File: src/rtl/alu_pkg.sv
// -----------------------------------------------------------------------------
// alu_pkg
// Shared definitions for the accumulator ALU and its control sequencer:
//   - seq_state_t : sequencer FSM state encoding
//   - OP_*        : 4-bit opcode field (mach_code[7:4]) as decoded by the ALU
//   - HALT_CODE_DFLT : reserved machine code that ends a program
//   - helper predicates grouping opcodes by what the sequencer must do
// -----------------------------------------------------------------------------
package alu_pkg;

    typedef enum logic [2:0] {
        IDLE  = 3'd0,
        FETCH = 3'd1,
        EXEC  = 3'd2,
        MEM   = 3'd3,
        DONE  = 3'd4
    } seq_state_t;

    localparam logic [3:0] OP_AND = 4'h0;
    localparam logic [3:0] OP_ADD = 4'h1;
    localparam logic [3:0] OP_SUB = 4'h2;
    localparam logic [3:0] OP_XOR = 4'h3;
    localparam logic [3:0] OP_SLL = 4'h4;
    localparam logic [3:0] OP_SRL = 4'h5;
    localparam logic [3:0] OP_SW  = 4'h6;
    localparam logic [3:0] OP_LW  = 4'h7;
    localparam logic [3:0] OP_MOV = 4'h8;
    localparam logic [3:0] OP_BEQ = 4'h9;
    localparam logic [3:0] OP_BNE = 4'hA;
    localparam logic [3:0] OP_BLT = 4'hB;
    localparam logic [3:0] OP_BGT = 4'hC;
    localparam logic [3:0] OP_BRA = 4'hD;
    localparam logic [3:0] OP_OR  = 4'hE;
    localparam logic [3:0] OP_SBL = 4'hF;

    localparam logic [8:0] HALT_CODE_DFLT = 9'h000;

    // Ops whose result goes to the accumulator without touching the carry.
    function automatic logic op_is_acc_only(input logic [3:0] op);
        return (op == OP_AND) || (op == OP_XOR) || (op == OP_OR) || (op == OP_SBL);
    endfunction

    // Ops that load the accumulator and also produce a new shift-carry.
    function automatic logic op_updates_sc(input logic [3:0] op);
        return (op == OP_ADD) || (op == OP_SUB) || (op == OP_SLL) || (op == OP_SRL);
    endfunction

    // Relative branches resolved through the offset table.
    function automatic logic op_is_branch(input logic [3:0] op);
        return (op >= OP_BEQ) && (op <= OP_BRA);
    endfunction

endpackage

File: src/rtl/alu_sequencer_jump_lut.sv
// -----------------------------------------------------------------------------
// jump_lut
// Combinational table of signed relative branch offsets, indexed by the low
// nibble of a branch machine code.
//   idx    in   4  table index (mach_code[3:0])
//   offset out  8  signed two's-complement pc offset
// -----------------------------------------------------------------------------
module jump_lut (
    input  logic        [3:0] idx,
    output logic signed [7:0] offset
);

    always_comb begin
        offset = 8'sd0;
        case (idx)
            4'h0: offset =  8'sd0;     // taken branch to itself: spin loop
            4'h1: offset =  8'sd1;
            4'h2: offset =  8'sd2;
            4'h3: offset = -8'sd4;
            4'h4: offset =  8'sd4;
            4'h5: offset = -8'sd1;
            4'h6: offset =  8'sd8;
            4'h7: offset = -8'sd8;
            4'h8: offset =  8'sd16;
            4'h9: offset = -8'sd16;
            4'hA: offset =  8'sd3;
            4'hB: offset = -8'sd3;
            4'hC: offset =  8'sd32;
            4'hD: offset = -8'sd32;
            4'hE: offset =  8'sd127;
            4'hF: offset = -8'sd128;
            default: offset = 8'sd0;
        endcase
    end

endmodule

File: src/rtl/alu_sequencer.sv
// -----------------------------------------------------------------------------
// alu_sequencer
// Multi-cycle control sequencer for the accumulator ALU. Owns the program
// counter, instruction register and shift-carry flag; turns the ALU's control
// outputs into write/read strobes for the accumulator, register file and data
// memory.
//
// Optional feature: define SEQ_CYCLE_COUNT_EN to build a saturating 16-bit
// counter of busy cycles on cycle_cnt; otherwise cycle_cnt is tied to 0.
//
// Ports
//   clk         in   1     system clock, rising edge
//   rst_n       in   1     asynchronous reset, active low
//   start       in   1     level; starts a program at pc 0 from IDLE/DONE
//   instr       in   9     instruction memory data at address pc
//   relj        in   1     ALU branch-taken flag
//   sc_o        in   1     ALU shift-carry out
//   mem_write   in   1     ALU MemWrite
//   mem_read    in   1     ALU Memread (loads are decoded here from the opcode)
//   reg_write   in   1     ALU RegWrite
//   pc          out  PC_W  instruction memory address
//   ir          out  9     registered machine code to the ALU
//   alu_src     out  1     ir[8], immediate select
//   sc_i        out  1     registered shift-carry to the ALU
//   acc_en      out  1     accumulator load strobe
//   rf_we       out  1     register file write strobe
//   dm_we       out  1     data memory write strobe
//   dm_re       out  1     data memory read strobe
//   busy        out  1     FETCH, EXEC or MEM
//   done        out  1     DONE
//   cycle_cnt   out  16    busy-cycle count
//
// state | meaning
// ------+---------------------------------------------------------------
// IDLE  | after reset, waiting for start
// FETCH | latch instr into ir, or stop on the halt code
// EXEC  | ALU evaluates ir; strobes, carry update, pc advance or branch
// MEM   | second cycle of a load: synchronous read data into accumulator
// DONE  | program halted, pc/ir frozen, waiting for start to rerun
// -----------------------------------------------------------------------------
module alu_sequencer
    import alu_pkg::*;
#(
    parameter int         PC_W      = 10,
    parameter logic [8:0] HALT_CODE = HALT_CODE_DFLT
) (
    input  logic            clk,
    input  logic            rst_n,
    input  logic            start,
    input  logic [8:0]      instr,
    input  logic            relj,
    input  logic            sc_o,
    input  logic            mem_write,
    input  logic            mem_read,
    input  logic            reg_write,
    output logic [PC_W-1:0] pc,
    output logic [8:0]      ir,
    output logic            alu_src,
    output logic            sc_i,
    output logic            acc_en,
    output logic            rf_we,
    output logic            dm_we,
    output logic            dm_re,
    output logic            busy,
    output logic            done,
    output logic [15:0]     cycle_cnt
);

    seq_state_t      state, state_nxt;
    logic [PC_W-1:0] pc_nxt;
    logic [8:0]      ir_nxt;
    logic            sc_q, sc_nxt;
    logic            acc_en_c, rf_we_c, dm_we_c, dm_re_c;

    logic [3:0]        op;
    logic signed [7:0] lut_off;
    logic [PC_W-1:0]   off_ext;
    logic [PC_W-1:0]   pc_inc;
    logic [PC_W-1:0]   pc_br;

    // Loads are recognised from the opcode itself, so Memread is redundant.
    logic unused_mem_read;
    assign unused_mem_read = mem_read;

    assign op = ir[7:4];

    jump_lut u_jump_lut (
        .idx    (ir[3:0]),
        .offset (lut_off)
    );

    // Signed cast sign-extends the table entry; sums wrap modulo 2^PC_W.
    assign off_ext = PC_W'(lut_off);
    assign pc_inc  = pc + PC_W'(1);
    assign pc_br   = pc + off_ext;

    always_ff @(posedge clk or negedge rst_n) begin
        if (!rst_n) begin
            state <= IDLE;
            pc    <= '0;
            ir    <= '0;
            sc_q  <= 1'b0;
        end else begin
            state <= state_nxt;
            pc    <= pc_nxt;
            ir    <= ir_nxt;
            sc_q  <= sc_nxt;
        end
    end

    always_comb begin
        state_nxt = state;
        pc_nxt    = pc;
        ir_nxt    = ir;
        sc_nxt    = sc_q;
        acc_en_c  = 1'b0;
        rf_we_c   = 1'b0;
        dm_we_c   = 1'b0;
        dm_re_c   = 1'b0;

        case (state)
            IDLE, DONE: begin
                if (start) begin
                    state_nxt = FETCH;
                    pc_nxt    = '0;
                    sc_nxt    = 1'b0;
                end
            end

            FETCH: begin
                // The halt code is never latched: ir keeps the last real op.
                if (instr == HALT_CODE) begin
                    state_nxt = DONE;
                end else begin
                    ir_nxt    = instr;
                    state_nxt = EXEC;
                end
            end

            EXEC: begin
                state_nxt = FETCH;
                pc_nxt    = pc_inc;
                if (ir[8]) begin
                    acc_en_c = 1'b1;
                end else if (op_is_acc_only(op)) begin
                    acc_en_c = 1'b1;
                end else if (op_updates_sc(op)) begin
                    acc_en_c = 1'b1;
                    sc_nxt   = sc_o;
                end else if (op == OP_SW) begin
                    dm_we_c = mem_write;
                end else if (op == OP_LW) begin
                    // Address goes out now; data lands in the accumulator in MEM.
                    dm_re_c   = 1'b1;
                    state_nxt = MEM;
                    pc_nxt    = pc;
                end else if (op == OP_MOV) begin
                    rf_we_c = reg_write;
                end else if (op_is_branch(op)) begin
                    if (relj) begin
                        pc_nxt = pc_br;
                    end
                end
            end

            MEM: begin
                dm_re_c   = 1'b1;
                acc_en_c  = 1'b1;
                pc_nxt    = pc_inc;
                state_nxt = FETCH;
            end

            default: begin
                state_nxt = IDLE;
            end
        endcase
    end

    // Reset also gates the strobes directly so they drop in the same instant
    // rst_n falls, without relying on the state register's clear-to-output path.
    assign acc_en  = acc_en_c & rst_n;
    assign rf_we   = rf_we_c  & rst_n;
    assign dm_we   = dm_we_c  & rst_n;
    assign dm_re   = dm_re_c  & rst_n;

    assign alu_src = ir[8];
    assign sc_i    = sc_q;
    assign busy    = (state == FETCH) || (state == EXEC) || (state == MEM);
    assign done    = (state == DONE);

`ifdef SEQ_CYCLE_COUNT_EN
    logic [15:0] cnt_q;
    logic        cnt_clr;

    assign cnt_clr = ((state == IDLE) || (state == DONE)) && start;

    always_ff @(posedge clk or negedge rst_n) begin
        if (!rst_n) begin
            cnt_q <= '0;
        end else if (cnt_clr) begin
            cnt_q <= '0;
        end else if (busy && (cnt_q != 16'hFFFF)) begin
            cnt_q <= cnt_q + 16'd1;
        end
    end

    assign cycle_cnt = cnt_q;
`else
    assign cycle_cnt = '0;
`endif

endmodule

File: config.mk
export PLATFORM = sky130hd
export DESIGN_NAME = alu_sequencer
export DESIGN_NICKNAME = d
export VERILOG_FILES = /design/src/rtl/alu_pkg.sv /design/src/rtl/alu_sequencer_jump_lut.sv /design/src/rtl/alu_sequencer.sv
export SDC_FILE = /design/constraint.sdc
export NUM_CORES = 1
export LEC_CHECK = 0
export ABC_AREA = 1
export CELL_PAD_IN_SITES_DETAIL_PLACEMENT = 1
export CELL_PAD_IN_SITES_GLOBAL_PLACEMENT = 2
export CORE_MARGIN = 1
export CORE_UTILIZATION = 28
export CTS_CLUSTER_DIAMETER = 150
export CTS_CLUSTER_SIZE = 40
export DETAILED_ROUTE_END_ITERATION = 10
export HOLD_SLACK_MARGIN = 0.15
export PLACE_DENSITY = 0.93
export REMOVE_ABC_BUFFERS = 1
export SLEW_MARGIN = 25
export SYNTH_ARGS = -nofsm -noshare
export SYNTH_HDL_FRONTEND = slang
export SYNTH_SLANG_ARGS = --single-unit
File: constraint.sdc
create_clock -name clk -period 5.7 [get_ports clk]
set_clock_uncertainty 0.2 [all_clocks]
set_input_delay 1.14 -clock clk [delete_from_list [all_inputs] [get_ports clk]]
set_output_delay 1.14 -clock clk [all_outputs]
set_load 0.005 [all_outputs]
==> metrics.md <==
| Metric | Value |
|---|---|
| Outcome | completed |
| Register area share after synthesis | 24.4% |
| IO Pins | 60 |
| Die height | 93.8 µm |
| CP dominant cell by count | clkdlybuf4s50_1 |
| Peak Freq | 249 MHz |
| CTS Root Buffer Type | clkbuf_8 |
| Adder-Cell Fraction of Synth Area | 9.34% |
| Antenna cells | 0 |
| P per Cell Area | 664 nW/µm² |
| Final WS setup | 1.69 ns |
| Fin. Hold Viols | 0 |
| Vias per cell | 4.72 |
| Clk sink count | 23 |
| Final period util | 70.4% |
| CP bufs+invs | 3 |
| Final net count | 451 |
| Worst Tran Pin Value | 0.591 ns |
| Final Max Tran Viols | 0 |
| Layout cell share with drive strength beyond 1 | 4.81% |
| Detailed-route DRC error count | 0 |
| Final Wtd Congestion | 0.765 |
| Worst stage delay on the critical path | 0.69 ns |
| Largest family of logic cells by synthesized area | simple AND/OR/NAND/NOR gates |
| Relative slew slack | 60.5% |
| Final Routed Wirelength | 7.08 mm |
| Kind of end point of the critical path | output port |
| Critical Path Fanout Max | 8 |
| CP Launch Type | primary input |
| Worst VDD drop | 221 µV |
| Crit path max-delay family | buffers and inverters |
| Yosys cell types | 30 |
| Starting DRT DRC Count | 49 |
| Crit path cell chain | clkdlybuf4s50_1, inv_1, nor3_1, clkdlybuf4s50_1 |
| Warnings from Yosys | 0 |
| Row cnt | 33 |
| Core area | 8180 µm² |
| Postcts setup bufs | 0 |
| GRT Total Usage | 17.2% |
| Detailed Routing Iterations Pass 1 | 4 |
| Synth-to-layout area growth | 21.7% |
| Total negative setup slack | 0 ns |
| Compound-cell area share of the yosys netlist | 10.1% |
| Post-layout minimum cycle time | 4.01 ns |
| Clk slew on worst S/H paths | 0.08 ns |
| Via Count | 2459 |
| Final HPWL DP | 5.86 mm |
| Worst EP arrival | 2.67 ns |
| Vias in the first global route | 2497 |
| Hold_buf cts | 0 |
| Die Wd | 93.8 µm |
| Synth Area in XOR/XNOR | 2.97% |
| Synthesized flop and latch total | 23 |
| Number of buffers created by CTS | 3 |
| Syn Inst Count | 374 |
| Pleak | 1.47 nW |
| CTS tree | done |
| Mapped Area | 2360 µm² |
| Place WS | 1.67 ns |
| Simple-gate portion of the synthesized area | 37.7% |
| Clock latency on the worst-skew pair | 0.26 ns |
| Routed wire per std cell | 13.6 µm |
| Initial antenna violation count | 0 |
| CTS H-tree lvls | 1 |
| CP max-delay cell | clkdlybuf4s50_1 |
| I/O Buffers | 42 |
| RSZ-0062 raised after global routing | no |
| Mapped Avg Cell Area | 6.31 µm² |
| Gr ovfl total | 0 |
| Max-cap violations | 0 |
| Post-CTS Resized | 0 |
| ANT nets after route | 0 |
| First-pass GRT wire length | 11.9 mm |
| CP Class | in -> out |
| Largest net degree at the start of global routing | 20 |
| Critical path required time | 4.36 ns |
| Setup violations, final | 0 |
| Initial core utilization | 28.8% |
| Worst-case clock buffer depth | 2 |
| Die area | 8790 µm² |
| Multiplexer share of the synthesized area | 0% |
| Type of the tightest min-delay check | reg -> reg |
## path summary, 6_finish.rpt
check / from / endpoint / slack [ns] / cells past startpoint
max: rst_n / rf_we / 1.69 / 4
min: sc_i / sc_i / 0.34 / 2
max reg2reg: ir[0] / pc[8] / 2.83 / 17
min reg2reg: sc_i / sc_i / 0.34 / 2
max in group asynchronous: rst_n / state[0] / 3.75 / 2
min in group asynchronous: rst_n / ir[7] / 0.95 / 1
## flip-flops by register name, indices dropped and copies added (netlist names)
| name | cells |
|---|---|
| state | 3 |
| ir | 9 |
| sc_i | 1 |
| pc | 10 |
## layer usage
layer  vias to the layer above  global-route usage (%)  part of all wire [%]
li1                       1240                       -                     -
met1                      1175                    22.2                    48
met2                        40                    31.2                    49
met3                         4                   0.728                   2.1
met4                         0                    4.49                   1.0
met5                         -                       0                     0
## cells in the final DEF (no fill, tap or decap), types with 3 or more instances in the layout
cell / instances
a21oi_1: 26
clkbuf_8: 3
clkdlybuf4s50_1: 42
conb_1: 16
dfrtp_1: 23
ha_1: 16
inv_1: 53
nand2_1: 109
nand3_1: 32
nand3_2: 3
nand4_1: 5
nor2_1: 40
nor2_2: 3
nor3_1: 5
o21ai_0: 11
xnor2_1: 5
xor2_1: 3
## stage by stage
| step | instances | utilization [%] | cell area [µm²] | hold WS (ns) | power [W] |
|---|---|---|---|---|---|
| after floorplan | 369 | - | 2270 | 0.294 | 0.00131 |
| after global placement | 517 | 34.6 | 2830 | 0.294 | 0.00175 |
| after detailed placement | 517 | 34.6 | 2830 | 0.323 | 0.00181 |
| after CTS | 521 | 35.1 | 2870 | 0.347 | 0.00192 |
| after global routing | 521 | 35.1 | 2870 | 0.407 | 0.00214 |
| final | 521 | 35.1 | 2870 | 0.341 | 0.00191 |
## cells in the mapped netlist (all sizes together)
cell | number | area, µm²
nand2 | 112 | 433
inv | 56 | 213
nor2 | 45 | 191
nand3 | 35 | 190
a21oi | 28 | 148
dfrtp | 23 | 576
buf | 20 | 149
ha | 16 | 200
o21ai | 11 | 55.1
nand4 | 5 | 31.3
nor3 | 5 | 25.0
xnor2 | 5 | 43.8
xor2 | 3 | 26.3
nor4 | 2 | 12.5
o211ai | 2 | 15.0
o22ai | 2 | 12.5
and3 | 1 | 6.26
conb | 1 | 3.75
fa | 1 | 20.0
o21bai | 1 | 7.51
## power by group
| part | internal, W | switching (W) | leakage [nW] |
|---|---|---|---|
| combinational | 0.000557 | 0.000872 | 1.17 |
| sequential | 0.000240 | 0.000135 | 0.278 |
| clock | 0.0000499 | 0.0000525 | 0.0228 |
| total | 0.000848 | 0.00106 | 1.47 |
## tightest hold or removal path, cell delays in order, from the launching register on
cell and delay, ns:
dfrtp_1 0.35, o21ai_0 0.08, o21ai_0 0.07
## cells by family after synthesis
family,count (synthesis)
compound gates,44
buf+inv,76
simple gates,205
xor+xnor,8
fa+ha+maj,17
flops,23
other cells,1
## area by class of cell
class	instances	area, µm²
flip-flops and latches	23	576
multi-input cells	290	1480
clock buffers	4	45.0
repair buffers	43	428
well taps	105	131
inverters	56	213
fillers	1115	5310
Note: power is estimated with default switching activity, not from simulation.
